<file path="config.mk">
export PLATFORM = sky130hd
export DESIGN_NAME = axil_reg_slice
export DESIGN_NICKNAME = d
export VERILOG_FILES = /design/src/rtl/axil_reg_slice.sv
export SDC_FILE = /design/constraint.sdc
export NUM_CORES = 1
export LEC_CHECK = 0
export ABC_AREA = 1
export BUFFER_PORTS_ARGS = -buffer_cell sky130_fd_sc_hd__buf_2
export CELL_PAD_IN_SITES_DETAIL_PLACEMENT = 0
export CELL_PAD_IN_SITES_GLOBAL_PLACEMENT = 1
export CORE_UTILIZATION = 33
export DETAILED_ROUTE_END_ITERATION = 8
export PLACE_DENSITY = 0.86
export SYNTH_ARGS = -nofsm -noshare
export SYNTH_HDL_FRONTEND = slang
export SYNTH_SLANG_ARGS = --single-unit
</file>
<file path="constraint.sdc">
create_clock -name aclk -period 1.35 [get_ports aclk]
set_input_delay 0.135 -clock aclk [delete_from_list [all_inputs] [get_ports aclk]]
set_output_delay 0.135 -clock aclk [all_outputs]
set_load 0.01 [all_outputs]
</file>
<file path="src/rtl/axil_reg_slice.sv">
// AXI4-Lite register slice: all five channels fully registered (valid/data and ready).
// Define AXIL_REG_SLICE_FULL_EN for a two-entry skid buffer per channel (full throughput).
module axil_reg_slice #(
  parameter int unsigned ADDR_WIDTH = 32,
  parameter int unsigned DATA_WIDTH = 32
) (
  input  logic                    aclk,
  input  logic                    aresetn,
  // Slave side (from master)
  input  logic [ADDR_WIDTH-1:0]   s_awAddr,
  input  logic [2:0]              s_awProt,
  input  logic                    s_awValid,
  output logic                    s_awReady,
  input  logic [DATA_WIDTH-1:0]   s_wData,
  input  logic [DATA_WIDTH/8-1:0] s_wStrb,
  input  logic                    s_wValid,
  output logic                    s_wReady,
  output logic [1:0]              s_bResp,
  output logic                    s_bValid,
  input  logic                    s_bReady,
  input  logic [ADDR_WIDTH-1:0]   s_arAddr,
  input  logic [2:0]              s_arProt,
  input  logic                    s_arValid,
  output logic                    s_arReady,
  output logic [DATA_WIDTH-1:0]   s_rData,
  output logic [1:0]              s_rResp,
  output logic                    s_rValid,
  input  logic                    s_rReady,
  // Master side (to CSR)
  output logic [ADDR_WIDTH-1:0]   m_awAddr,
  output logic [2:0]              m_awProt,
  output logic                    m_awValid,
  input  logic                    m_awReady,
  output logic [DATA_WIDTH-1:0]   m_wData,
  output logic [DATA_WIDTH/8-1:0] m_wStrb,
  output logic                    m_wValid,
  input  logic                    m_wReady,
  input  logic [1:0]              m_bResp,
  input  logic                    m_bValid,
  output logic                    m_bReady,
  output logic [ADDR_WIDTH-1:0]   m_arAddr,
  output logic [2:0]              m_arProt,
  output logic                    m_arValid,
  input  logic                    m_arReady,
  input  logic [DATA_WIDTH-1:0]   m_rData,
  input  logic [1:0]              m_rResp,
  input  logic                    m_rValid,
  output logic                    m_rReady
);

  localparam int unsigned StrbW = DATA_WIDTH / 8;
  localparam int unsigned NumCh = 5;
  localparam int unsigned AxW   = ADDR_WIDTH + 3;
  localparam int unsigned WW    = DATA_WIDTH + StrbW;
  localparam int unsigned BW    = 2;
  localparam int unsigned RW    = DATA_WIDTH + 2;
  localparam int unsigned TotW  = 2 * AxW + WW + BW + RW;

  // Channel index: 0 AW, 1 W, 2 B, 3 AR, 4 R; payloads packed LSB-first in that order.
  function automatic int unsigned ch_w(input int unsigned c);
    case (c)
      0, 3:    return AxW;
      1:       return WW;
      2:       return BW;
      default: return RW;
    endcase
  endfunction

  function automatic int unsigned ch_off(input int unsigned c);
    int unsigned off;
    off = 0;
    for (int unsigned i = 0; i < c; i++) off += ch_w(i);
    return off;
  endfunction

  logic [NumCh-1:0] w_up_vld, w_up_rdy, w_dn_vld, w_dn_rdy;
  logic [TotW-1:0]  w_up_data, w_dn_data;

  assign w_up_vld  = {m_rValid, s_arValid, m_bValid, s_wValid, s_awValid};
  assign w_dn_rdy  = {s_rReady, m_arReady, s_bReady, m_wReady, m_awReady};
  assign w_up_data = {m_rData, m_rResp, s_arAddr, s_arProt, m_bResp,
                      s_wData, s_wStrb, s_awAddr, s_awProt};

  assign {m_rReady, s_arReady, m_bReady, s_wReady, s_awReady} = w_up_rdy;
  assign {s_rValid, m_arValid, s_bValid, m_wValid, m_awValid} = w_dn_vld;
  assign {s_rData, s_rResp, m_arAddr, m_arProt, s_bResp,
          m_wData, m_wStrb, m_awAddr, m_awProt} = w_dn_data;

  for (genvar c = 0; c < NumCh; c++) begin : g_ch
    localparam int unsigned W   = ch_w(c);
    localparam int unsigned Off = ch_off(c);

    logic         w_up_hs, w_dn_hs;
    logic         r_up_rdy, r_dn_vld;
    logic [W-1:0] r_main;

    assign w_up_hs = w_up_vld[c] & r_up_rdy;
    assign w_dn_hs = r_dn_vld & w_dn_rdy[c];

`ifdef AXIL_REG_SLICE_FULL_EN
    typedef enum logic [1:0] {StEmpty, StOne, StFull} state_e;
    state_e       r_state;
    logic [W-1:0] r_skid;

    always_ff @(posedge aclk or negedge aresetn) begin
      if (!aresetn) begin
        r_state  <= StEmpty;
        r_up_rdy <= 1'b0;
        r_dn_vld <= 1'b0;
        r_main   <= '0;
        r_skid   <= '0;
      end else begin
        case (r_state)
          StEmpty: begin
            r_up_rdy <= 1'b1;
            if (w_up_hs) begin
              r_main   <= w_up_data[Off +: W];
              r_dn_vld <= 1'b1;
              r_state  <= StOne;
            end
          end
          StOne: begin
            if (w_up_hs && w_dn_hs) begin
              r_main <= w_up_data[Off +: W];
            end else if (w_up_hs) begin
              r_skid   <= w_up_data[Off +: W];
              r_up_rdy <= 1'b0;
              r_state  <= StFull;
            end else if (w_dn_hs) begin
              r_dn_vld <= 1'b0;
              r_state  <= StEmpty;
            end
          end
          StFull: begin
            if (w_dn_hs) begin
              r_main   <= r_skid;
              r_up_rdy <= 1'b1;
              r_state  <= StOne;
            end
          end
          default: r_state <= StEmpty;
        endcase
      end
    end
`else
    // Ready is the registered complement of valid, so capture and drain alternate.
    always_ff @(posedge aclk or negedge aresetn) begin
      if (!aresetn) begin
        r_up_rdy <= 1'b0;
        r_dn_vld <= 1'b0;
        r_main   <= '0;
      end else if (r_dn_vld) begin
        if (w_dn_hs) begin
          r_dn_vld <= 1'b0;
          r_up_rdy <= 1'b1;
        end
      end else if (w_up_hs) begin
        r_main   <= w_up_data[Off +: W];
        r_dn_vld <= 1'b1;
        r_up_rdy <= 1'b0;
      end else begin
        r_up_rdy <= 1'b1;
      end
    end
`endif

    assign w_up_rdy[c]          = r_up_rdy;
    assign w_dn_vld[c]          = r_dn_vld;
    assign w_dn_data[Off +: W]  = r_main;
  end

endmodule
</file>
==> results.txt <==
The number of port buffers came out at about 310. The count of nets left with antenna violations after detail routing came out at 0. The time the worst path needs with I/O delays and setup is roughly 1300 ps.

The slack of the worst reg-to-reg path came out at 90 ps. The leakage component of the power came out at 0.00556 µW. The tool flagged a number of max-cap violations equal to 0. The number of buffers and inverters on the critical path is 2. The number of antenna violations at the first check in global routing is 0. The number of distinct library cell variants in the gate-level netlist after synthesis is 13. The number of design rule violations left after detail routing is 0.

The maximum ir drop on the vdd rail is around 1.0 mV. The netlist area before placement is roughly 6300 µm². The largest net degree at the start of global routing came out at 40. The violation count after the first detailed-routing iteration came out at 303. The headroom to the max-slew limit came out at 70.8%. The maximum number of buffers from clock root to sink is 2. The critical path data required time came out at 1220 ps. The average wire length per cell after detail routing is 15.6 µm. The critical path depth in cells came out at 2. The master cell of the clock root buffer is sky130_fd_sc_hd__clkbuf_16.

The worst setup path is launched from a flop. The tightest hold path in the finished design has a slack of 12.1 ps. The startpoint identified for the worst register-to-register timing path is s_arReady.

The H-tree was split into 4 levels. The ratio of cells with drive above 1 in the final layout came out at 33.5%. The sequential area share after synthesis came out at 59.9%. Counting every net in the synthesized netlist gives 823. The detail-routed via count per cell came out at slightly below 5.

Setup repair after global routing left no endpoint under its margin. For this design the ratio of total power to cell area is about 2200 nW/µm². The signal on the critical path passes through buf_8, buf_2. The run finished with clean final reports.

The maximum frequency from static timing analysis is 0.770 GHz. Global routing finished with a remaining overflow of 0. The number of iterations in the first detailed-routing pass came out at 5. The clock buffer count from CTS is 17. For the pin with the worst max-slew slack, the measured transition is 438 ps. At the later pin of the worst-skew pair, clock insertion delay measures 420 ps.

For this block, the via count after detailed routing is 6750. In this run the standard cell core region covers 18800 µm². The number of failing hold endpoints at the final stage came out at 0. On the worst path, the slowest cell contributes a delay of 380 ps. The worst setup path is captured at a primary output. The floorplan has 50 rows.

The number of cells produced by synthesis came out at 669. The area enclosed by the die boundary came out at 19800 µm². The number of cells traversed by the worst register-to-register path is 5. The top-level port count came out at 306.

By startpoint and endpoint, the worst setup path is classified as flop to primary output. In this run the worst setup path begins at s_wReady. The final sum of negative setup slack is 0 ps.

Before CTS, the worst setup slack after placement is 21.2 ps. The overall routed net length came out at approximately 21000 µm. The number of antenna diodes in the final layout is 0. The HPWL reported at the end of detailed placement came out at approximately 13000 µm. The ratio of final minimum period to clock period came out at between 90 and 100%.

In this run the critical register-to-register path is captured at g_ch[3].r_main[24]. Dividing the synthesized area by the synthesized cell count gives 9.49 µm². The area of placed instances came out at 8060 µm². The critical path ends at s_wReady. The CTS tree is done. The endpoint arrival time on the critical path came out at ~1200 ps. Clock-pin slew was measured on the worst setup and hold paths at ~60 ps. The final max-slew violation count is 0. The count of warnings emitted by yosys is 0. The initial utilization of the core area, before any placement, comes to 33.8%. The filler cells instantiated in the layout total around 1700. In this run the worst path has a maximum fanout of 22. The finished cells cover ~10000 µm². The via count of the first global-routing pass is approximately 6700. Among cell families on the critical path, the largest total delay comes from flip-flops. The minimum setup slack in the final design came out at between 50 and 60 ps. The vertical die dimension came out at around 140 µm. For the final database, setup skew stands at 9.55 ps.

Setup violations remaining at the end of the flow were counted as 0. The net count of the finished layout is 1270. The first-pass GRT wire length came out at 33500 µm.

The die is 141 µm wide. The global-route usage over all layers came out at approximately a fifth. In this run the worst hold path is classified as input port to flop. The tree built by TritonCTS fans out to around 150 sinks. The synthesized flop and latch total came out at 152. The area growth from synthesis to final layout came out at 60.9%. The weighted congestion reported at the end of routability-driven placement came out at 0.765. The slowest stage cell on the critical path is sky130_fd_sc_hd__dfrtp_1.
[power breakdown]
group	switching, µW	internal [µW]	total, µW
clock network	1870	2890	4760
registers	1250	6770	8020
logic	5750	3840	9600
total	8880	13500	22400
[tightest hold or removal path: stages]
cell                      delay (ps)
sky130_fd_sc_hd__buf_2           100
sky130_fd_sc_hd__nand4_1         100
sky130_fd_sc_hd__nand2_1          60
[worst min path at each step]
stage                startpoint                 end  slack (ps)  cells past startpoint
floorplan               aresetn   g_ch[0].r_main[0]        -160                      0
global placement        aresetn  g_ch[3].r_main[22]          80                      1
detailed placement      aresetn  g_ch[3].r_main[16]          90                      1
CTS                 m_rData[10]  g_ch[4].r_main[12]           4                      3
global route        s_wData[11]  g_ch[1].r_main[15]          20                      3
finish              m_rData[10]  g_ch[4].r_main[12]          10                      3
[layout make-up]
cell class              instances  area [µm²]  share of cell area (%)
flip-flops and latches        152        3810                    37.2
repair buffers                482        3360                    32.9
multi-input cells             453        2140                    20.9
clock buffers                  19         433                    4.24
well taps                     234         293                    2.86
clock inverters                11         148                    1.44
inverters                      10        40.0                   0.392
[timing repair]
action | 4_1_cts | 5_1_grt
resized for setup | 9 | 1
endpoints found under the hold margin | 187 | 0
cloned | 1 | 2
setup buffers | 4 | 1
hold buffers | 145 | 0
pin swaps | 0 | 1
endpoints found under the setup margin | 4 | 38
[sequential cells by signal, indices dropped and copies added (netlist names)]
register / cells
g_ch.r_main: 140
m_arValid: 1
m_awValid: 1
m_bReady: 1
m_rReady: 1
m_wValid: 1
s_arReady: 1
s_awReady: 1
s_bResp: 2
s_bValid: 1
s_rValid: 1
s_wReady: 1
[cell usage in the layout, fill, tap and decap left out]
| master | Yosys | routed |
|---|---|---|
| sky130_fd_sc_hd__dlygate4sd3_1 | 0 | 144 |
| sky130_fd_sc_hd__bufinv_16 | 0 | 3 |
| sky130_fd_sc_hd__inv_2 | 3 | 3 |
| sky130_fd_sc_hd__buf_2 | 29 | 304 |
| sky130_fd_sc_hd__buf_8 | 0 | 2 |
| sky130_fd_sc_hd__nand3_2 | 0 | 1 |
| sky130_fd_sc_hd__clkinv_2 | 0 | 3 |
| sky130_fd_sc_hd__inv_4 | 1 | 1 |
| sky130_fd_sc_hd__nand3_4 | 4 | 5 |
| sky130_fd_sc_hd__buf_12 | 0 | 8 |
| sky130_fd_sc_hd__bufbuf_16 | 0 | 1 |
| sky130_fd_sc_hd__dfrtp_1 | 152 | 150 |
| sky130_fd_sc_hd__dfrtp_2 | 0 | 2 |
| sky130_fd_sc_hd__buf_6 | 11 | 1 |
| sky130_fd_sc_hd__clkbuf_1 | 0 | 2 |
| sky130_fd_sc_hd__inv_6 | 0 | 2 |
| sky130_fd_sc_hd__nand2_1 | 299 | 299 |
| sky130_fd_sc_hd__nand3_1 | 6 | 6 |
| sky130_fd_sc_hd__buf_4 | 14 | 22 |
| sky130_fd_sc_hd__inv_1 | 6 | 6 |
| sky130_fd_sc_hd__clkbuf_16 | 0 | 17 |
| sky130_fd_sc_hd__clkinvlp_4 | 0 | 1 |
| sky130_fd_sc_hd__clkinv_4 | 0 | 2 |
| sky130_fd_sc_hd__nand4_1 | 142 | 142 |
[layer usage]
| metal | vias up | GRT usage [%] | part of all wire, % |
|---|---|---|---|
| met5 | - | 0 | 0 |
| met4 | 0 | 9.44 | 2.9 |
| met3 | 48 | 4.62 | 5.8 |
| met2 | 289 | 36.0 | 50 |
| met1 | 3238 | 26.0 | 41 |
| li1 | 3175 | - | - |
[stage by stage]
stage | power, µW | instances | util (%)
after detailed placement | 16800 | 1179 | 42.9
final | 22400 | 1361 | 54.5
after global placement | 16600 | 1179 | 42.9
after global routing | 23900 | 1361 | 54.5
after CTS | 22300 | 1359 | 54.3
after floorplan | 13200 | 669 | -
[logic make-up (layout without fill, tap and decap cells)]
group                  Yosys count  in the layout  share of synthesized area, %
DFF                            152            152                          59.9
buffers and inverters           66            522                          6.86
and+or+nand+nor                451            453                          33.2
[cells in the mapped netlist]
cell / number / area (µm²)
sky130_fd_sc_hd__inv_4: 1 / 6.26
sky130_fd_sc_hd__nand4_1: 142 / 888
sky130_fd_sc_hd__dfrtp_1: 152 / 3800
sky130_fd_sc_hd__clkbuf_4: 1 / 7.51
sky130_fd_sc_hd__inv_1: 6 / 22.5
sky130_fd_sc_hd__nand3_4: 4 / 70.1
sky130_fd_sc_hd__nand2_1: 299 / 1120
sky130_fd_sc_hd__buf_6: 11 / 124
sky130_fd_sc_hd__clkbuf_8: 1 / 13.8
sky130_fd_sc_hd__nand3_1: 6 / 30.0
sky130_fd_sc_hd__inv_2: 3 / 11.3
sky130_fd_sc_hd__buf_2: 29 / 145
sky130_fd_sc_hd__buf_4: 14 / 105
Note: power is estimated with default switching activity, not from simulation.
